**config.mk**
```make
export PLATFORM = sky130hd
export DESIGN_NAME = mips_multicycle_ctrl
export DESIGN_NICKNAME = d
export VERILOG_FILES = /design/src/rtl/mips_multicycle_ctrl_pkg.sv /design/src/rtl/mips_wait_timer.sv /design/src/rtl/mips_multicycle_ctrl.sv
export SDC_FILE = /design/constraint.sdc
export NUM_CORES = 1
export LEC_CHECK = 0
export CAP_MARGIN = 20
export CORE_MARGIN = 3
export CORE_UTILIZATION = 50
export DETAILED_ROUTE_END_ITERATION = 7
export PLACE_DENSITY_LB_ADDON = 0.08
export SLEW_MARGIN = 30
export SYNTH_ARGS = -nofsm -noshare
export SYNTH_HDL_FRONTEND = slang
export SYNTH_SLANG_ARGS = --single-unit
```
**constraint.sdc**
```tcl
create_clock -name clock -period 5.5 [get_ports clock]
set_clock_uncertainty 0.15 [all_clocks]
set_input_delay 0.55 -clock clock [delete_from_list [all_inputs] [get_ports clock]]
set_output_delay 0.55 -clock clock [all_outputs]
set_load 0.05 [all_outputs]
```
**src/rtl/mips_multicycle_ctrl_pkg.sv**
```systemverilog
// Shared definitions for the multi-cycle MIPS sequencer.
// Holds the opcode/funct values, the 4-bit ULA operation codes, the datapath
// select codes, the sequencer state encoding and small decode helpers that
// map an instruction to its legality and ULA configuration.
package mips_multicycle_ctrl_pkg;

    localparam logic [5:0] OP_RTYPE = 6'h00;
    localparam logic [5:0] OP_J     = 6'h02;
    localparam logic [5:0] OP_JAL   = 6'h03;
    localparam logic [5:0] OP_BEQ   = 6'h04;
    localparam logic [5:0] OP_BNE   = 6'h05;
    localparam logic [5:0] OP_ADDI  = 6'h08;
    localparam logic [5:0] OP_SLTI  = 6'h0A;
    localparam logic [5:0] OP_ANDI  = 6'h0C;
    localparam logic [5:0] OP_ORI   = 6'h0D;
    localparam logic [5:0] OP_LUI   = 6'h0F;
    localparam logic [5:0] OP_LW    = 6'h23;
    localparam logic [5:0] OP_SW    = 6'h2B;

    localparam logic [5:0] FN_SLL = 6'h00;
    localparam logic [5:0] FN_SRL = 6'h02;
    localparam logic [5:0] FN_JR  = 6'h08;
    localparam logic [5:0] FN_ADD = 6'h20;
    localparam logic [5:0] FN_SUB = 6'h22;
    localparam logic [5:0] FN_AND = 6'h24;
    localparam logic [5:0] FN_OR  = 6'h25;
    localparam logic [5:0] FN_SLT = 6'h2A;

    localparam logic [3:0] ALU_ADD = 4'h0;
    localparam logic [3:0] ALU_SUB = 4'h1;
    localparam logic [3:0] ALU_AND = 4'h2;
    localparam logic [3:0] ALU_OR  = 4'h3;
    localparam logic [3:0] ALU_SLT = 4'h4;
    localparam logic [3:0] ALU_SLL = 4'h5;
    localparam logic [3:0] ALU_SRL = 4'h6;
    localparam logic [3:0] ALU_LUI = 4'h7;

    localparam logic [1:0] PC_SRC_SEQ    = 2'b00;
    localparam logic [1:0] PC_SRC_BRANCH = 2'b01;
    localparam logic [1:0] PC_SRC_JUMP   = 2'b10;
    localparam logic [1:0] PC_SRC_REG    = 2'b11;

    localparam logic [1:0] DST_RT = 2'b00;
    localparam logic [1:0] DST_RD = 2'b01;
    localparam logic [1:0] DST_RA = 2'b10;

    localparam logic [1:0] WB_ALU = 2'b00;
    localparam logic [1:0] WB_MEM = 2'b01;
    localparam logic [1:0] WB_PC4 = 2'b10;

    localparam logic [1:0] SRCA_REG  = 2'b00;
    localparam logic [1:0] SRCA_ZIMM = 2'b01;
    localparam logic [1:0] SRCA_SIMM = 2'b10;

    typedef enum logic [2:0] {
        FETCH  = 3'd0,
        DECODE = 3'd1,
        EXEC   = 3'd2,
        MEM    = 3'd3,
        WB     = 3'd4,
        TRAP   = 3'd5
    } ctrlState_t;

    // True for every instruction the sequencer knows how to run.
    function automatic logic isLegal(input logic [5:0] op, input logic [5:0] fn);
        logic legal;
        legal = 1'b0;
        case (op)
            OP_RTYPE: begin
                case (fn)
                    FN_SLL, FN_SRL, FN_JR, FN_ADD,
                    FN_SUB, FN_AND, FN_OR, FN_SLT: legal = 1'b1;
                    default:                       legal = 1'b0;
                endcase
            end
            OP_J, OP_JAL, OP_BEQ, OP_BNE, OP_ADDI, OP_SLTI,
            OP_ANDI, OP_ORI, OP_LUI, OP_LW, OP_SW: legal = 1'b1;
            default:                               legal = 1'b0;
        endcase
        return legal;
    endfunction

    // ULA operation; address arithmetic for lw/sw falls through to ADD,
    // branches compare with SUB so the ULA zero flag decides the branch.
    function automatic logic [3:0] aluOpFor(input logic [5:0] op, input logic [5:0] fn);
        logic [3:0] aluOp;
        aluOp = ALU_ADD;
        case (op)
            OP_RTYPE: begin
                case (fn)
                    FN_SUB:  aluOp = ALU_SUB;
                    FN_AND:  aluOp = ALU_AND;
                    FN_OR:   aluOp = ALU_OR;
                    FN_SLT:  aluOp = ALU_SLT;
                    FN_SLL:  aluOp = ALU_SLL;
                    FN_SRL:  aluOp = ALU_SRL;
                    default: aluOp = ALU_ADD;
                endcase
            end
            OP_BEQ, OP_BNE: aluOp = ALU_SUB;
            OP_SLTI:        aluOp = ALU_SLT;
            OP_ANDI:        aluOp = ALU_AND;
            OP_ORI:         aluOp = ALU_OR;
            OP_LUI:         aluOp = ALU_LUI;
            default:        aluOp = ALU_ADD;
        endcase
        return aluOp;
    endfunction

    // Logical immediates are zero-filled, arithmetic ones sign-extended.
    function automatic logic [1:0] srcAFor(input logic [5:0] op);
        logic [1:0] srcA;
        case (op)
            OP_ANDI, OP_ORI, OP_LUI:                       srcA = SRCA_ZIMM;
            OP_ADDI, OP_SLTI, OP_LW, OP_SW, OP_BEQ, OP_BNE: srcA = SRCA_SIMM;
            default:                                       srcA = SRCA_REG;
        endcase
        return srcA;
    endfunction

    // Only the two shifts take their amount from the shamt field.
    function automatic logic srcBFor(input logic [5:0] op, input logic [5:0] fn);
        return (op == OP_RTYPE) && ((fn == FN_SLL) || (fn == FN_SRL));
    endfunction

endpackage

```
**src/rtl/mips_wait_timer.sv**
```systemverilog
// Memory wait-state timer.
// Counts consecutive unacknowledged request cycles and flags the cycle in
// which the WAIT_MAX-th such cycle happens, so the sequencer can trap.
// Ports:
//   clock    rising-edge clock
//   reset    asynchronous active-low reset
//   clear    return the count to zero
//   countEn  the current cycle is an unacknowledged request cycle
//   expired  this cycle is the WAIT_MAX-th unacknowledged cycle
module mips_wait_timer #(
    parameter int WAIT_MAX = 15,
    parameter int WAIT_W   = 8
) (
    input  logic clock,
    input  logic reset,
    input  logic clear,
    input  logic countEn,
    output logic expired
);

    logic [WAIT_W-1:0] count;

    // Wait counter: cleared whenever no request is pending, bumped once per
    // cycle the request stays unacknowledged.
    always_ff @(posedge clock or negedge reset) begin
        if (!reset) begin
            count <= '0;
        end else if (clear) begin
            count <= '0;
        end else if (countEn) begin
            count <= count + 1'b1;
        end
    end

    // The count still holds WAIT_MAX-1 during the WAIT_MAX-th waiting cycle.
    assign expired = countEn && (count == WAIT_W'(WAIT_MAX - 1));

endmodule

```
**src/rtl/mips_multicycle_ctrl.sv**
```systemverilog
// Multi-cycle MIPS sequencer driving PC, IR, register file, ULA and the
// unified memory through FETCH/DECODE/EXEC/MEM/WB, with a req/ack memory
// handshake, a bounded wait timeout and a sticky trap.
// Ports:
//   clock, reset             rising-edge clock, asynchronous active-low reset
//   opcode, funct, zero      IR fields and ULA zero flag
//   mem_ack                  memory completes the pending request this cycle
//   mem_req, mem_we          memory request and write strobe
//   mem_addr_sel             0 = PC, 1 = ULA result
//   ir_we, pc_we, pc_src     IR load, PC load and PC source select
//   reg_we, reg_dst          register write enable and destination select
//   mem_to_reg               write-back data select
//   alu_src_a, alu_src_b     ULA operand selects
//   alu_op                   ULA operation
//   busy, trap, trap_cause   status (trap_cause: 0 illegal, 1 timeout)
//   state                    current sequencer state for debug
module mips_multicycle_ctrl
    import mips_multicycle_ctrl_pkg::*;
#(
    parameter int WAIT_MAX = 15,
    parameter int WAIT_W   = 8,
    parameter int STATE_W  = 3
) (
    input  logic               clock,
    input  logic               reset,
    input  logic [5:0]         opcode,
    input  logic [5:0]         funct,
    input  logic               zero,
    input  logic               mem_ack,
    output logic               mem_req,
    output logic               mem_we,
    output logic               mem_addr_sel,
    output logic               ir_we,
    output logic               pc_we,
    output logic [1:0]         pc_src,
    output logic               reg_we,
    output logic [1:0]         reg_dst,
    output logic [1:0]         mem_to_reg,
    output logic [1:0]         alu_src_a,
    output logic               alu_src_b,
    output logic [3:0]         alu_op,
    output logic               busy,
    output logic               trap,
    output logic               trap_cause,
    output logic [STATE_W-1:0] state
);

    ctrlState_t currentState;
    ctrlState_t nextState;
    logic       trapCause;
    logic       nextCause;
    logic       timerEn;
    logic       timerExpired;
    logic       isRType;

    assign isRType = (opcode == OP_RTYPE);

    // The timer runs only while a request is outstanding and unanswered; any
    // other cycle (including the ack cycle) rearms it for the next request.
    assign timerEn = ((currentState == FETCH) || (currentState == MEM)) && !mem_ack;

    mips_wait_timer #(
        .WAIT_MAX (WAIT_MAX),
        .WAIT_W   (WAIT_W)
    ) waitTimer (
        .clock   (clock),
        .reset   (reset),
        .clear   (!timerEn),
        .countEn (timerEn),
        .expired (timerExpired)
    );

    // State register plus the trap cause. The cause is only sampled while
    // not trapped, so it freezes at the value chosen on entry to TRAP.
    always_ff @(posedge clock or negedge reset) begin
        if (!reset) begin
            currentState <= FETCH;
            trapCause    <= 1'b0;
        end else begin
            currentState <= nextState;
            if (currentState != TRAP) begin
                trapCause <= nextCause;
            end
        end
    end

    // Control decode keyed on state. While reset is held every enable and
    // select is forced low so an in-flight request drops immediately.
    always_comb begin
        nextState    = currentState;
        nextCause    = 1'b0;
        mem_req      = 1'b0;
        mem_we       = 1'b0;
        mem_addr_sel = 1'b0;
        ir_we        = 1'b0;
        pc_we        = 1'b0;
        pc_src       = PC_SRC_SEQ;
        reg_we       = 1'b0;
        reg_dst      = DST_RT;
        mem_to_reg   = WB_ALU;
        alu_src_a    = SRCA_REG;
        alu_src_b    = 1'b0;
        alu_op       = ALU_ADD;
        if (reset) begin
            if ((currentState == EXEC) || (currentState == MEM) || (currentState == WB)) begin
                alu_op    = aluOpFor(opcode, funct);
                alu_src_a = srcAFor(opcode);
                alu_src_b = srcBFor(opcode, funct);
            end
            case (currentState)
                FETCH: begin
                    mem_req = 1'b1;
                    if (mem_ack) begin
                        ir_we     = 1'b1;
                        pc_we     = 1'b1;
                        nextState = DECODE;
                    end else if (timerExpired) begin
                        nextState = TRAP;
                        nextCause = 1'b1;
                    end
                end
                DECODE: begin
                    if (!isLegal(opcode, funct)) begin
                        nextState = TRAP;
                    end else if (opcode == OP_J) begin
                        pc_we     = 1'b1;
                        pc_src    = PC_SRC_JUMP;
                        nextState = FETCH;
                    end else if (opcode == OP_JAL) begin
                        pc_we      = 1'b1;
                        pc_src     = PC_SRC_JUMP;
                        reg_we     = 1'b1;
                        reg_dst    = DST_RA;
                        mem_to_reg = WB_PC4;
                        nextState  = FETCH;
                    end else begin
                        nextState = EXEC;
                    end
                end
                EXEC: begin
                    if (opcode == OP_BEQ) begin
                        pc_we     = zero;
                        pc_src    = PC_SRC_BRANCH;
                        nextState = FETCH;
                    end else if (opcode == OP_BNE) begin
                        pc_we     = !zero;
                        pc_src    = PC_SRC_BRANCH;
                        nextState = FETCH;
                    end else if (isRType && (funct == FN_JR)) begin
                        pc_we     = 1'b1;
                        pc_src    = PC_SRC_REG;
                        nextState = FETCH;
                    end else if ((opcode == OP_LW) || (opcode == OP_SW)) begin
                        nextState = MEM;
                    end else begin
                        nextState = WB;
                    end
                end
                MEM: begin
                    mem_req      = 1'b1;
                    mem_addr_sel = 1'b1;
                    mem_we       = (opcode == OP_SW);
                    if (mem_ack) begin
                        nextState = (opcode == OP_SW) ? FETCH : WB;
                    end else if (timerExpired) begin
                        nextState = TRAP;
                        nextCause = 1'b1;
                    end
                end
                WB: begin
                    reg_we = 1'b1;
                    if (isRType) begin
                        reg_dst = DST_RD;
                    end else if (opcode == OP_LW) begin
                        mem_to_reg = WB_MEM;
                    end
                    nextState = FETCH;
                end
                TRAP: begin
                    nextState = TRAP;
                end
                default: begin
                    nextState = FETCH;
                end
            endcase
        end
    end

    assign busy       = (currentState != TRAP);
    assign trap       = (currentState == TRAP);
    assign trap_cause = trapCause;
    assign state      = STATE_W'(currentState);

endmodule

```
Word level (Yosys, flattened, before mapping)
Cells that the tools add are included.
Word-level totals
  bits in registers: 12
  input port bits: 16
Operators by class
  add/sub/neg operators: 1
  eq/ne operators: 25
  multiplexer cells: 68
  reductions and logical operators: 20
Operator list (number)
  6-bit equality test (second input constant): 7
  6-bit by 4-bit equality test with 1-bit output (second input constant): 6
  1-bit 2-to-1 mux: 31
  2-bit 2-to-1 mux: 15
  3-bit 2-to-1 mux: 9
  4-bit case mux with 6 select lines: 1
  6-bit by 2-bit equality test with 1-bit output (second input constant): 3
  3-bit case mux with 6 select lines: 1
  2-bit case mux with 2 select lines: 4
  3-bit case mux with 5 select lines: 1
  6-bit by 3-bit equality test with 1-bit output (second input constant): 2
  6-bit zero test: 2
  11-bit OR reduction: 1
  8-bit by 1-bit adder with 8-bit output (second input constant): 1
  8-bit by 4-bit equality test with 1-bit output (second input constant): 1
  4-bit 2-to-1 mux: 2
  8-bit 2-to-1 mux: 1
  8-bit OR reduction: 1
  3-bit by 2-bit equality test with 1-bit output (second input constant): 2
  3-bit equality test (second input constant): 2
  6-bit OR reduction: 1
  1-bit logical OR: 5
  1-bit logical AND: 4
  1-bit case mux with 2 select lines: 2
  other kinds (7): 9

Depth between registers and ports, before layout
  word-level depth: 9
  depth in mapped cells: 8
  mapped depth without buffers: 7

Cells and area by module
Synthesis repeated with hierarchy kept, for this count alone.
Second synthesis, totals
  cell total of the unflattened synthesis: 181
  area, all modules: 1327.5 sq um
By module, submodules not included
  mips_multicycle_ctrl: times used 1, cells each 140, area each 917.1 sq um, sequential area each 100.1 sq um
  mips_wait_timer: times used 1, cells each 41, area each 410.4 sq um, sequential area each 200.2 sq um

Least setup slack after synthesis
OpenSTA, ideal clock, no wires.
  kind: input port to output port
  start: in opcode[0]
  end: out alu_src_b
  data arrival time: 2.685 ns
  required time: 4.800 ns
  path slack: 2.115 ns
  stages on the path: 4
  cells stage by stage: buf_6 -> or4_4 -> nor4_1 -> nor3b_1
On the way
  word-level cells in the longest chain between the ends: 4
RTL lines
  start, declared: line mips_multicycle_ctrl.sv:26  | input logic [5:0] opcode,
  6-bit zero test: line mips_multicycle_ctrl_pkg.sv:123  | return (op == OP_RTYPE) && ((fn == FN_SLL) || (fn == FN_SRL));
  1-bit logical AND: line mips_multicycle_ctrl_pkg.sv:123
  1-bit 2-to-1 mux: line mips_multicycle_ctrl.sv:105  | if ((currentState == EXEC) || (currentState == MEM) || (currentState == WB)) begin
  1-bit 2-to-1 mux: line mips_multicycle_ctrl.sv:104  | if (reset) begin
  end, declared: line mips_multicycle_ctrl.sv:40  | output logic alu_src_b,
Every way passes these cells.

Worst setup path after layout
  start: in opcode[0]
  end: out pc_we
On the way
  word-level cells in the longest chain between the ends: 8
  elaborated cells between the ends (all ways): 25
  classes of those cells: 11 x eq/ne; 11 x mux; 3 x reduce/logical
RTL lines
  6-bit by 2-bit equality test with 1-bit output, or another cell as far along: line mips_multicycle_ctrl_pkg.sv:68, mips_multicycle_ctrl.sv:125
  11-bit OR reduction: line mips_multicycle_ctrl_pkg.sv:68  | case (op)
  1-bit case mux with 2 select lines: line mips_multicycle_ctrl_pkg.sv:68
  1-bit 2-to-1 mux: line mips_multicycle_ctrl.sv:110  | case (currentState)
  1-bit 2-to-1 mux: line mips_multicycle_ctrl.sv:104
  1-bit 2-to-1 mux: line mips_multicycle_ctrl.sv:123  | if (!isLegal(opcode, funct)) begin
  1-bit case mux with 3 select lines *: line mips_multicycle_ctrl.sv:110
  1-bit 2-to-1 mux *: line mips_multicycle_ctrl.sv:104
  end, declared: line mips_multicycle_ctrl.sv:34  | output logic pc_we,
Every way passes the cells marked *; elsewhere a longest branch is shown, timed or not. The select of a mux whose other input is x is not followed.

==> results.py <==
metrics = {
    "clock_tree": {
        "cts_tree": "built",
        "cts_hold_buf": 0,
        "htree_levels": 1,
        "insertion_delay_ps": 280,
        "cts_sinks": 12,
        "cts_setup_buffers": 0,
        "cts.clk_slew.worst_paths_ps": 80,
        "root_buffer": "clkbuf_4",
        "cts_resized": 0,
        "clock_path_buffers": 2,
        "numCtsBuffers": 3,
    },
    "die": {
        "ios": 41,
        "start_util_pct": 55.3,
        "rows": 17,
        "die_area_um2": 3240,
        "die-width_um": 56.9,
        "coreArea_um2": 2340,
        "die_y_um": 56.9,
    },
    "route": {
        "drc": 0,
        "viasPerCell": 6.26,
        "postRouteAntennaNets": 0,
        "wl_per_cell_um": 14.9,
        "drtIter0Drc": 57,
        "dr.pass1.iters": 4,
        "route.vias.total": 1445,
        "totalWireLength_um": 3450,
    },
    "setup_path": {
        "r2r_slack_ps": 3170,
        "r2r_end": "state[2]$_DFFE_PN0P_",
        "required_ps": 4800,
        "path_cells": "clkdlybuf4s50_1 -> or4_4 -> nor4_1 -> o21ai_0 -> a21oi_1 -> clkdlybuf4s50_1",
        "crit-reg2reg-launch": "state[0]$_DFFE_PN0P_",
        "path_delay_family": "buffers and inverters",
        "critPathLaunchType": "primary input",
        "worstPathArrival_ps": 3420,
        "critical_path_buf_inv_count": 2,
        "reg2reg_depth": 5,
        "cp_common_cell": "clkdlybuf4s50_1",
        "max_stage_delay_ps": 820,
        "end_kind": "output pin",
        "crit_type": "primary input to output pin",
        "timing.critical_path.fanout_max": 18,
        "crit_slowest_cell": "clkdlybuf4s50_1",
    },
    "timing": {
        "drv_slew": 0,
        "rsz0062_at_grt": "false",
        "hold_violations": 0,
        "fmax_ghz": 0.243,
        "whs_ps": 371,
        "fin_ws_ps": 1380,
        "slew_headroom_pct": 62.7,
        "period_needed_ps": 4120,
        "fin_crit_sh_pct": 74.9,
        "tightest_slew_ps": 558,
        "tns_ps": 0,
        "setup-violations-final": 0,
    },
    "grt": {
        "grt_pass1_vias": 1376,
        "grt.total_usage_pct": 21.9,
        "grt_overflow_total": 0,
        "grt_antenna_before_repair": 0,
        "grt_pass1_wl_um": 5760,
        "grt_max_degree": 25,
    },
    "placed_design": {
        "dp_slack_ps": 1400,
        "hpwlAfterDp_um": 2680,
        "io_buffers": 39,
        "routabilityCongestion": 0.931,
    },
    "yosys": {
        "synth_edf_count": 0,
        "synth_cells": 175,
        "synth_nets": 193,
        "ys.flop_type": "dfrtp_1",
        "synth-seq-cells": 12,
        "synthArstFlopShare_pct": 100,
        "ys_types": 55,
        "syn_area_per_cell_um2": 7.40,
        "synth_top_area_cell": "dfrtp_1",
        "synth_area_leaders": "dfrtp_1 (23%), nor2_1 (5.2%), nand2_1 (4.1%)",
        "ys_seq_area_share_pct": 23.2,
        "mappedNetlistArea_um2": 1290,
        "ys.warnings.count": 0,
        "synth_top_area_share_pct": 23.2,
    },
    "cells_and_area": {
        "syn_to_final_growth_pct": 30.0,
        "nNetsFinal": 222,
        "register_area_um2": 300,
        "multi_input_area_um2": 888,
        "antenna_cells": 0,
        "drive_above_1_share_pct": 6.90,
        "nFillCells": 198,
    },
    "power": {
        "p_comb_share_pct": 57.1,
        "p_switching_mw": 0.242,
        "p_clk_share_pct": 14.6,
        "swShare_pct": 50.1,
        "peakVddDrop_uv": 287,
        "seq_power_share_pct": 28.3,
        "fin_total_pwr_mw": 0.482,
        "p_per_area_nw_per_um2": 286,
        "intPower_mw": 0.240,
        "leakagePower_nw": 0.609,
    },
    "worst_hold_path": {
        "worstHoldStart": "trap_cause$_DFFE_PN0N_",
        "hold_path_end": "trap_cause$_DFFE_PN0N_",
        "min_path_type": "register to register",
        "min_path_cells": 1,
    },
    "flow_run": {
        "max_cap_violations": 0,
    },
    "status": {
        "status": "complete, no violations",
    },
}
-- worst max path at each step --
| stage | startpoint | to | slack (ps) | depth (start not counted) |
|---|---|---|---|---|
| detailed placement | opcode[0] | pc_we | 1400 | 6 |
| floorplan | opcode[0] | alu_src_b | 2110 | 4 |
| finish | opcode[0] | pc_we | 1380 | 6 |
| CTS | opcode[0] | pc_we | 1400 | 6 |
| global route | opcode[0] | pc_we | 1270 | 6 |
| global placement | opcode[0] | pc_we | 1450 | 6 |
-- power groups by stage --
stage,Combinational (mW),Sequential (mW),Clock [mW]
floorplan,0.184,0.147,0
global placement,0.268,0.135,0
detailed placement,0.274,0.137,0
CTS,0.275,0.135,0.0717
global route,0.296,0.139,0.0760
finish,0.275,0.136,0.0704
-- state kept, by name (all words and copies together), names as in the netlist --
name and flops:
waitTimer.count 8, trap_cause 1, state 3
-- cells in the mapped netlist, drive strengths merged (2+ instances only) --
master	number
nand4	3
or3	3
nor2b	4
nand2	14
inv	7
and2	3
o31a	2
xor2	4
nand3	7
nor4	5
buf	7
xnor2	2
nand2b	4
o21ai	8
and4	3
nor2	18
a211oi	2
a21oi	10
or4b	3
a31oi	2
dfrtp	12
clkbuf	9
a211o	2
or4	4
nor3	7
nor3b	5
a31o	2
ha	2
-- kinds of logic after synthesis --
family / count (synthesis) / synth area share, %
AO/OA/AOI/OAI: 41 / 21.9
multiplexers: 2 / 1.64
AND/OR/NAND/NOR: 88 / 38.7
XOR/XNOR: 6 / 4.06
flip-flops: 12 / 23.2
buffers and inverters: 23 / 8.21
other: 1 / 0.290
adder cells (fa/ha/maj): 2 / 1.93
-- metrics by stage --
stage | cells | utilization [%] | instance area, µm²
finish | 231 | 72.0 | 1680
global route | 231 | 72.0 | 1680
CTS | 231 | 72.0 | 1680
detailed placement | 227 | 70.4 | 1650
global placement | 227 | 70.4 | 1650
floorplan | 175 | - | 1290
-- worst register-to-register path: cells and delay by family, from the launching register on --
kind            cells  cell delay, ps
compound gates      2             510
flops               1             560
simple gates        3            1000
-- placed cells by master (no fill, tap or decap), types with 5 or more instances in the layout --
master / Yosys / final
o21ai_0: 8 / 8
nor4_1: 5 / 5
dfrtp_1: 12 / 12
nor2_1: 18 / 18
inv_1: 7 / 7
nand2_1: 14 / 14
nand3_1: 7 / 7
clkdlybuf4s50_1: 0 / 39
nor3b_1: 5 / 5
nor3_1: 6 / 6
a21oi_1: 10 / 10
-- layout make-up --
type / count / share of cell area [%]
clock buffer: 4 / 2.15
timing repair buffer: 40 / 23.6
sequential: 12 / 17.8
inverter: 7 / 1.56
tap: 28 / 2.08
multi-input combinational: 140 / 52.7
-- routing by layer --
metal | vias up | GRT usage, % | part of all wire, %
li1 | 703 | - | -
met1 | 681 | 26.0 | 43
met2 | 52 | 38.7 | 50
met3 | 9 | 2.76 | 5.7
met4 | 0 | 9.60 | 2.1
met5 | - | 0 | 0
Note: power is estimated with default switching activity, not from simulation.
